`config.mk`:
```
export PLATFORM = sky130hd
export DESIGN_NAME = fwd_hazard_ctrl
export DESIGN_NICKNAME = d
export VERILOG_FILES = /design/src/rtl/fwd_hazard_ctrl.sv
export SDC_FILE = /design/constraint.sdc
export NUM_CORES = 1
export LEC_CHECK = 0
export CORE_ASPECT_RATIO = 0.5
export CORE_MARGIN = 2
export CORE_UTILIZATION = 38
export DETAILED_ROUTE_END_ITERATION = 8
export HOLD_SLACK_MARGIN = 0.02
export PLACE_DENSITY = 0.88
export REMOVE_ABC_BUFFERS = 1
export SLEW_MARGIN = 30
export SYNTH_ARGS = -nofsm -noshare
export SYNTH_HDL_FRONTEND = slang
export SYNTH_SLANG_ARGS = --single-unit
```
`constraint.sdc`:
```
create_clock -name clk -period 4.4 [get_ports clk]
set_clock_uncertainty 0.1 [all_clocks]
set_input_delay 1.1 -clock clk [delete_from_list [all_inputs] [get_ports clk]]
set_output_delay 1.1 -clock clk [all_outputs]
set_load 0.02 [all_outputs]
```
`src/rtl/fwd_hazard_ctrl.sv`:
```
// EX-stage forwarding select generator and load-use stall detector.
// Optional saturating hazard statistics are built when HAZ_STATS_EN is defined.

module fwd_sel_lane #(
    parameter int REG_ADDR_W = 5
) (
    input  logic [REG_ADDR_W-1:0] rs,
    input  logic                  used,
    input  logic                  ex_valid,
    input  logic [REG_ADDR_W-1:0] ex_rd,
    input  logic                  ex_reg_write,
    input  logic                  ex_mem_read,
    input  logic                  mem_valid,
    input  logic [REG_ADDR_W-1:0] mem_rd,
    input  logic                  mem_reg_write,
    output logic [1:0]            sel
);
    logic ex_hit;
    logic mem_hit;

    // A load in EX is never a forwarding source: that case stalls instead.
    assign ex_hit  = ex_valid && ex_reg_write && !ex_mem_read && (ex_rd == rs);
    assign mem_hit = mem_valid && mem_reg_write && (mem_rd == rs);

    always_comb begin
        sel = 2'b01;
        if (!used || rs == '0)
            sel = 2'b01;
        else if (ex_hit)
            sel = 2'b10;
        else if (mem_hit)
            sel = 2'b11;
    end
endmodule

module fwd_hazard_ctrl #(
    parameter int REG_ADDR_W = 5,
    parameter int CNT_W      = 32
) (
    input  logic                  clk,
    input  logic                  arst_n,
    input  logic                  id_valid,
    input  logic [REG_ADDR_W-1:0] id_rs1,
    input  logic [REG_ADDR_W-1:0] id_rs2,
    input  logic                  id_rs1_used,
    input  logic                  id_rs2_used,
    input  logic [REG_ADDR_W-1:0] id_rd,
    input  logic                  id_reg_write,
    input  logic                  id_mem_read,
    input  logic                  flush,
    output logic                  stall,
    output logic [1:0]            fwd_sel_a,
    output logic [1:0]            fwd_sel_b,
    output logic [CNT_W-1:0]      stall_count,
    output logic [CNT_W-1:0]      fwd_count
);
    localparam int NUM_OPS = 2;

    typedef struct packed {
        logic                  valid;
        logic [REG_ADDR_W-1:0] rd;
        logic                  reg_write;
        logic                  mem_read;
    } slot_t;

    slot_t ex_q, mem_q, wb_q, ex_d;

    logic [NUM_OPS-1:0][REG_ADDR_W-1:0] op_rs;
    logic [NUM_OPS-1:0]                 op_used;
    logic [NUM_OPS-1:0]                 op_load_hit;
    logic [NUM_OPS-1:0][1:0]            sel_comb;
    logic [NUM_OPS-1:0][1:0]            sel_nxt;
    logic [NUM_OPS-1:0][1:0]            sel_q;
    logic                               bubble;
    logic                               load_in_ex;

    assign op_rs   = {id_rs2, id_rs1};
    assign op_used = {id_rs2_used, id_rs1_used};

    for (genvar g = 0; g < NUM_OPS; g++) begin : g_op
        fwd_sel_lane #(.REG_ADDR_W(REG_ADDR_W)) u_lane (
            .rs            (op_rs[g]),
            .used          (op_used[g]),
            .ex_valid      (ex_q.valid),
            .ex_rd         (ex_q.rd),
            .ex_reg_write  (ex_q.reg_write),
            .ex_mem_read   (ex_q.mem_read),
            .mem_valid     (mem_q.valid),
            .mem_rd        (mem_q.rd),
            .mem_reg_write (mem_q.reg_write),
            .sel           (sel_comb[g])
        );
        assign op_load_hit[g] = op_used[g] && (op_rs[g] == ex_q.rd);
    end

    assign load_in_ex = ex_q.valid && ex_q.mem_read && ex_q.reg_write && (ex_q.rd != '0);
    // flush wins over the hazard: the squashed instruction needs no data.
    assign stall      = id_valid && !flush && load_in_ex && (|op_load_hit);
    assign bubble     = flush || stall || !id_valid;

    always_comb begin
        ex_d           = '0;
        sel_nxt        = {NUM_OPS{2'b01}};
        if (!bubble) begin
            ex_d.valid     = 1'b1;
            ex_d.rd        = id_rd;
            ex_d.reg_write = id_reg_write;
            ex_d.mem_read  = id_mem_read;
            sel_nxt        = sel_comb;
        end
    end

    always_ff @(posedge clk) begin
        if (!arst_n) begin
            ex_q  <= '0;
            mem_q <= '0;
            wb_q  <= '0;
            sel_q <= {NUM_OPS{2'b01}};
        end else begin
            ex_q  <= ex_d;
            mem_q <= ex_q;
            wb_q  <= mem_q;
            sel_q <= sel_nxt;
        end
    end

    assign fwd_sel_a = sel_q[0];
    assign fwd_sel_b = sel_q[1];

`ifdef HAZ_STATS_EN
    logic [CNT_W-1:0] stall_cnt_q;
    logic [CNT_W-1:0] fwd_cnt_q;
    logic [1:0]       fwd_inc;
    logic [CNT_W:0]   fwd_sum;

    assign fwd_inc = {1'b0, (sel_nxt[0] != 2'b01)} + {1'b0, (sel_nxt[1] != 2'b01)};
    assign fwd_sum = {1'b0, fwd_cnt_q} + {{(CNT_W-1){1'b0}}, fwd_inc};

    always_ff @(posedge clk) begin
        if (!arst_n) begin
            stall_cnt_q <= '0;
            fwd_cnt_q   <= '0;
        end else begin
            if (stall && stall_cnt_q != '1)
                stall_cnt_q <= stall_cnt_q + 1'b1;
            // Carry out of the add means we crossed all-ones: pin there.
            fwd_cnt_q <= fwd_sum[CNT_W] ? '1 : fwd_sum[CNT_W-1:0];
        end
    end

    assign stall_count = stall_cnt_q;
    assign fwd_count   = fwd_cnt_q;
`else
    assign stall_count = '0;
    assign fwd_count   = '0;
`endif

    // WB slot and MEM load flag are kept for debug visibility only.
    logic unused_dbg;
    assign unused_dbg = ^{wb_q, mem_q.mem_read};

endmodule

```
==> results_dict.tcl, run 1 <==
set metrics [dict create \
    vdd_drop_max_uv 95.41 \
    initial_core_util 0.3964 \
    grt_antenna_before_repair 0 \
    viasPerCell 3.908 \
    num-fill-cells 338 \
    clk_latency_ns 0.26 \
    syn_to_final_growth_pct 10.02 \
    max_freq_ghz 0.2395 \
    synth_edf_count 0 \
    final_nets 211 \
    clk_pin_slew_ns 0.07 \
    async_reset_ff_frac 0 \
    fin_ws_ns 0.2246 \
    grt_pass1_wl_um 3174 \
    synth_common_cells "buf_4, dfxtp_1, xnor2_1" \
    setup-tns-final_ns 0 \
    die_w_um 88.65 \
    setup_violations 0 \
    overflow 0 \
    r2r-start "ex_q[6]" \
    worstSetupStartpointType "input pin" \
    syn-instance-count 158 \
    finalWeightedCongestion 0.9097 \
    yosys_warnings 0 \
    postCtsHoldBufs 0 \
    ios 92 \
    core_mm2 0.003435 \
    cts.sink_count 19 \
    yosysSeqAreaShare 0.2794 \
    max_cap_violations 0 \
    cts_setup_buffers 0 \
    period_needed_ns 4.175 \
    critPathMaxFanout 3 \
    p_leak_uw 0.0006349 \
    slew_violations 0 \
    num_rows 15 \
    reg2reg_slack_ns 2.86 \
    synth_most_common_cell "buf_4" \
    status "completed" \
    endpoint_kind "primary output" \
    cts_tree "yes" \
    wl_um 2324 \
    drt-met1-wl_um 865 \
    drc 0 \
    synth_cell_type_count 25 \
    rr_worst_depth 4 \
    port_buffers 27 \
    met2WireLength_um 1207 \
    vias 930 \
    r2r_end "fwd_sel_a[0]" \
    drive_gt1_frac 0.04813 \
    hold_start "ex_q[1]" \
    h-tree-depth 1 \
    wl_met3_um 222 \
    dp_cells 234 \
    drt-pass1-iter-count 4 \
    hold_viol 0 \
    min_path_type "reg2reg" \
    grt_pass1_vias 718 \
    place_ws_ns 0.2247 \
    hold-worst-slack_ns 0.4056 \
    diodes 0 \
    die_h_um 46.32 \
    power_density_mw_per_mm2 265.2 \
    cts_buffers 3 \
    synth-seq-cells 19 \
    seq_area_um2 380.4 \
    grt_util_all_layers 0.1059 \
    crit_arrival_ns 2.98 \
    highest_layer "met4" \
    crit_required_ns 3.20 \
    critical_path_class "in2out" \
    ctsResizeCount 0 \
    startpoint "id_rs1[4]" \
    ys.flop_type "dfxtp_1" \
    route.antenna.remaining_nets 0 \
    multi_input_area_um2 719.4 \
    fp.dieArea_mm2 0.004106 \
    netlist_area_mm2 0.001361 \
    rsz0062_at_grt "false" \
    instances_no_fill 238 \
    grt_max_degree 13 \
    fin_crit_sh 0.9490 \
    crit_end "stall" \
    yosysTopAreaCell "buf_4" \
    wl_per_cell_um 9.765 \
    synth.avg_cell_area_um2 8.616 \
    dr.first_iter.drc_count 28 \
    synth.area.top_cells "buf_4, dfxtp_1, xnor2_1, xor2_1, and2_1" \
    dp_hpwl_um 1972 \
    cts_root_buf "clkbuf_8" \
    synth_top_area_frac 0.3585 \
    clock_path_buffers 2 \
]
## placed cells by master (no fill, tap or decap), types with 3 or more instances in the layout
| cell | instances |
|---|---|
| conb_1 | 64 |
| clkdlybuf4s50_1 | 27 |
| dfxtp_1 | 19 |
| xnor2_1 | 12 |
| nand2_1 | 9 |
| a21oi_1 | 8 |
| and2_1 | 8 |
| xor2_1 | 8 |
| nand3_1 | 4 |
| nand4_1 | 3 |
| clkbuf_8 | 3 |
## final cells by class
type                            count  share of cell area
Clock buffer                        3             0.02757
Clock inverter                      1            0.005013
Multi-Input combinational cell    135              0.4804
Sequential cell                    19              0.2540
Tap cell                           51             0.04261
Timing Repair Buffer               29              0.1905
## worst min path at each step
stage                     cells past startpoint  endpoint
after floorplan                               1  mem_q[7]
after global placement                        1  mem_q[1]
after detailed placement                      1  mem_q[7]
after CTS                                     1  mem_q[1]
after global routing                          1  mem_q[1]
final                                         1  mem_q[1]
## flip-flops by register name, summed over array words and instances, names as in the netlist
signal / flops
fwd_sel_a: 2
ex_q: 8
mem_q: 7
fwd_sel_b: 2
## cell families (layout without fill, tap and decap cells)
logic type,Yosys count,in the layout,synth area share
buffers and inverters,67,33,0.3658
and+or+nand+nor,37,37,0.1507
xor gates and xnor gates,20,20,0.1287
DFF,19,19,0.2794
AOI/OAI and AO/OA,14,14,0.07261
other,1,64,0.002755
## critical path, cell delays in order
cell and delay (ns):
clkdlybuf4s50_1 0.55, xnor2_1 0.15, nand3_1 0.13, o22ai_1 0.26, and2_1 0.18, clkdlybuf4s50_1 0.60
## power breakdown
group | switching (uW) | internal [uW] | total [uW]
clock network | 60.3 | 63.8 | 124
logic | 66.1 | 28.5 | 94.7
registers | 3.25 | 175 | 178
total | 130 | 268 | 397
## layer usage
| metal | up-vias | track usage |
|---|---|---|
| met5 | - | 0 |
| met4 | 0 | 0.02727 |
| met3 | 4 | 0.02330 |
| met2 | 61 | 0.2224 |
| met1 | 418 | 0.1081 |
| li1 | 447 | - |
## metrics by stage
stage / total power [uW] / instance area (um2) / utilization
after CTS: 397.3 / 1498 / 0.4361
after detailed placement: 275.4 / 1449 / 0.4219
after global placement: 274.9 / 1449 / 0.4219
after floorplan: 246.7 / 1100 / -
final: 397.2 / 1498 / 0.4361
after global routing: 413.9 / 1498 / 0.4361
Note: power is estimated with default switching activity, not from simulation.
==> inputs of run 2 (changes only) <==
Settings changed: SLEW_MARGIN 30 to 5.
==> results of run 2 <==
The final DEF is identical to that of run 1; final timing and power are the same.
==> inputs of run 3 (changes only) <==
Settings changed: CORE_MARGIN 2 to 4.
==> run 3 against run 2 <==
Net effect:
- sequential power hardly changed
- die area is 14% higher
- utilization stayed put
- combinational power is 0.5% higher
- total power is 0.73% higher
- non-clock buffer count stayed put
==> results_dict.tcl, run 3 (synthesis results as in run 1) <==
set metrics [dict create \
    setup_violations 0 \
    initial_core_util 0.3964 \
    drive_gt1_frac 0.04813 \
    dr.first_iter.drc_count 19 \
    syn_to_final_growth_pct 10.02 \
    r2r_end "fwd_sel_a[0]" \
    status "completed" \
    crit_arrival_ns 2.93 \
    period_needed_ns 4.133 \
    grt_max_degree 13 \
    wl_met3_um 296 \
    rsz0062_at_grt "false" \
    place_ws_ns 0.2850 \
    cts_setup_buffers 0 \
    die_w_um 92.65 \
    drt-met1-wl_um 972 \
    clk_pin_slew_ns 0.07 \
    final_cell_mix "conb_1, clkdlybuf4s50_1, dfxtp_1" \
    setup-tns-final_ns 0 \
    ios 92 \
    num-fill-cells 333 \
    reg_top3 "ex_q (8), mem_q (7)" \
    drt-pass1-iter-count 4 \
    worstSetupStartpointType "input pin" \
    fin_ws_ns 0.2668 \
    highest_layer "met4" \
    port_buffers 27 \
    hold_viol 0 \
    cts_root_buf "clkbuf_8" \
    postCtsHoldBufs 0 \
    finalWeightedCongestion 0.9933 \
    crit_required_ns 3.20 \
    met2WireLength_um 1301 \
    dp_cells 234 \
    rr_worst_depth 4 \
    vias 931 \
    dp_hpwl_um 2166 \
    min_path_type "reg2reg" \
    core_mm2 0.003435 \
    route.antenna.remaining_nets 0 \
    h-tree-depth 1 \
    endpoint_kind "primary output" \
    power_density_mw_per_mm2 267.1 \
    wl_per_cell_um 11.03 \
    grt_util_all_layers 0.1046 \
    clk_latency_ns 0.26 \
    grt_antenna_before_repair 0 \
    placed_area_mm2 0.001449 \
    ctsResizeCount 0 \
    viasPerCell 3.912 \
    max_cap_violations 0 \
    hold_start "ex_q[7]" \
    overflow 0 \
    max_freq_ghz 0.2419 \
    instances_no_fill 238 \
    min_to "mem_q[7]" \
    regMostFlops "ex_q" \
    critPathMaxFanout 3 \
    cts_tree "yes" \
    diodes 0 \
    p_leak_uw 0.0006349 \
    final_nets 211 \
    fin_crit_sh 0.9394 \
    die_h_um 50.32 \
    cts.sink_count 19 \
    cts_buffers 3 \
    drc 0 \
    grt_pass1_wl_um 3705 \
    final_common_cell "conb_1" \
    largest_reg_flops 8 \
    hold-worst-slack_ns 0.3928 \
    reg2reg_slack_ns 2.84 \
    slew_violations 0 \
    clock_path_buffers 2 \
    wl_um 2624 \
    grt_pass1_vias 793 \
    vdd_drop_max_uv 103.4 \
    final_cell_area_mm2 0.001498 \
    critical_path_class "in2out" \
    num_rows 15 \
    r2r-start "ex_q[5]" \
    fp.dieArea_mm2 0.004662 \
    whs_path_depth 1 \
]
run 3: worst max-delay path by stage:
stage,start,to,slack (ns),cells after the start
3_5_place_dp,id_rs1[2],stall,0.28,6
6_report,id_rs2[1],stall,0.27,6
2_1_floorplan,id_rs2[0],stall,1.01,4
3_3_place_gp,id_rs2[3],stall,0.34,6
5_1_grt,id_rs2[1],stall,0.12,6
4_1_cts,id_rs1[2],stall,0.27,6
run 3: per-stage QoR:
stage               power, uW  utilization
floorplan               246.7            -
global placement        274.7       0.4219
detailed placement      275.4       0.4219
CTS                     398.6       0.4361
global route            419.7       0.4361
finish                  400.1       0.4361
run 3: final cells by class:
class / count / area (um2) / share of cell area
clock buffers: 3 / 41.29 / 0.02757
multi-input cells: 135 / 719.4 / 0.4804
repair buffers: 29 / 285.3 / 0.1905
clock inverters: 1 / 7.507 / 0.005013
well taps: 51 / 63.81 / 0.04261
flip-flops and latches: 19 / 380.4 / 0.2540
run 3: report_power, final:
group,internal [uW],total (uW),switching [uW]
Sequential,175,179,3.46
Clock,64.0,126,62.3
Combinational,28.5,95.2,66.6
Total,268,400,132
run 3: metal layers:
layer / track usage / vias up
li1: - / 446
met1: 0.1098 / 420
met2: 0.1945 / 61
met3: 0.02844 / 4
met4: 0.05353 / 0
met5: 0 / -
run 3: worst max-delay path: stages:
cell and delay (ns):
clkdlybuf4s50_1 0.56, xnor2_1 0.14, nand3_1 0.11, o22ai_1 0.26, and2_1 0.16, clkdlybuf4s50_1 0.60
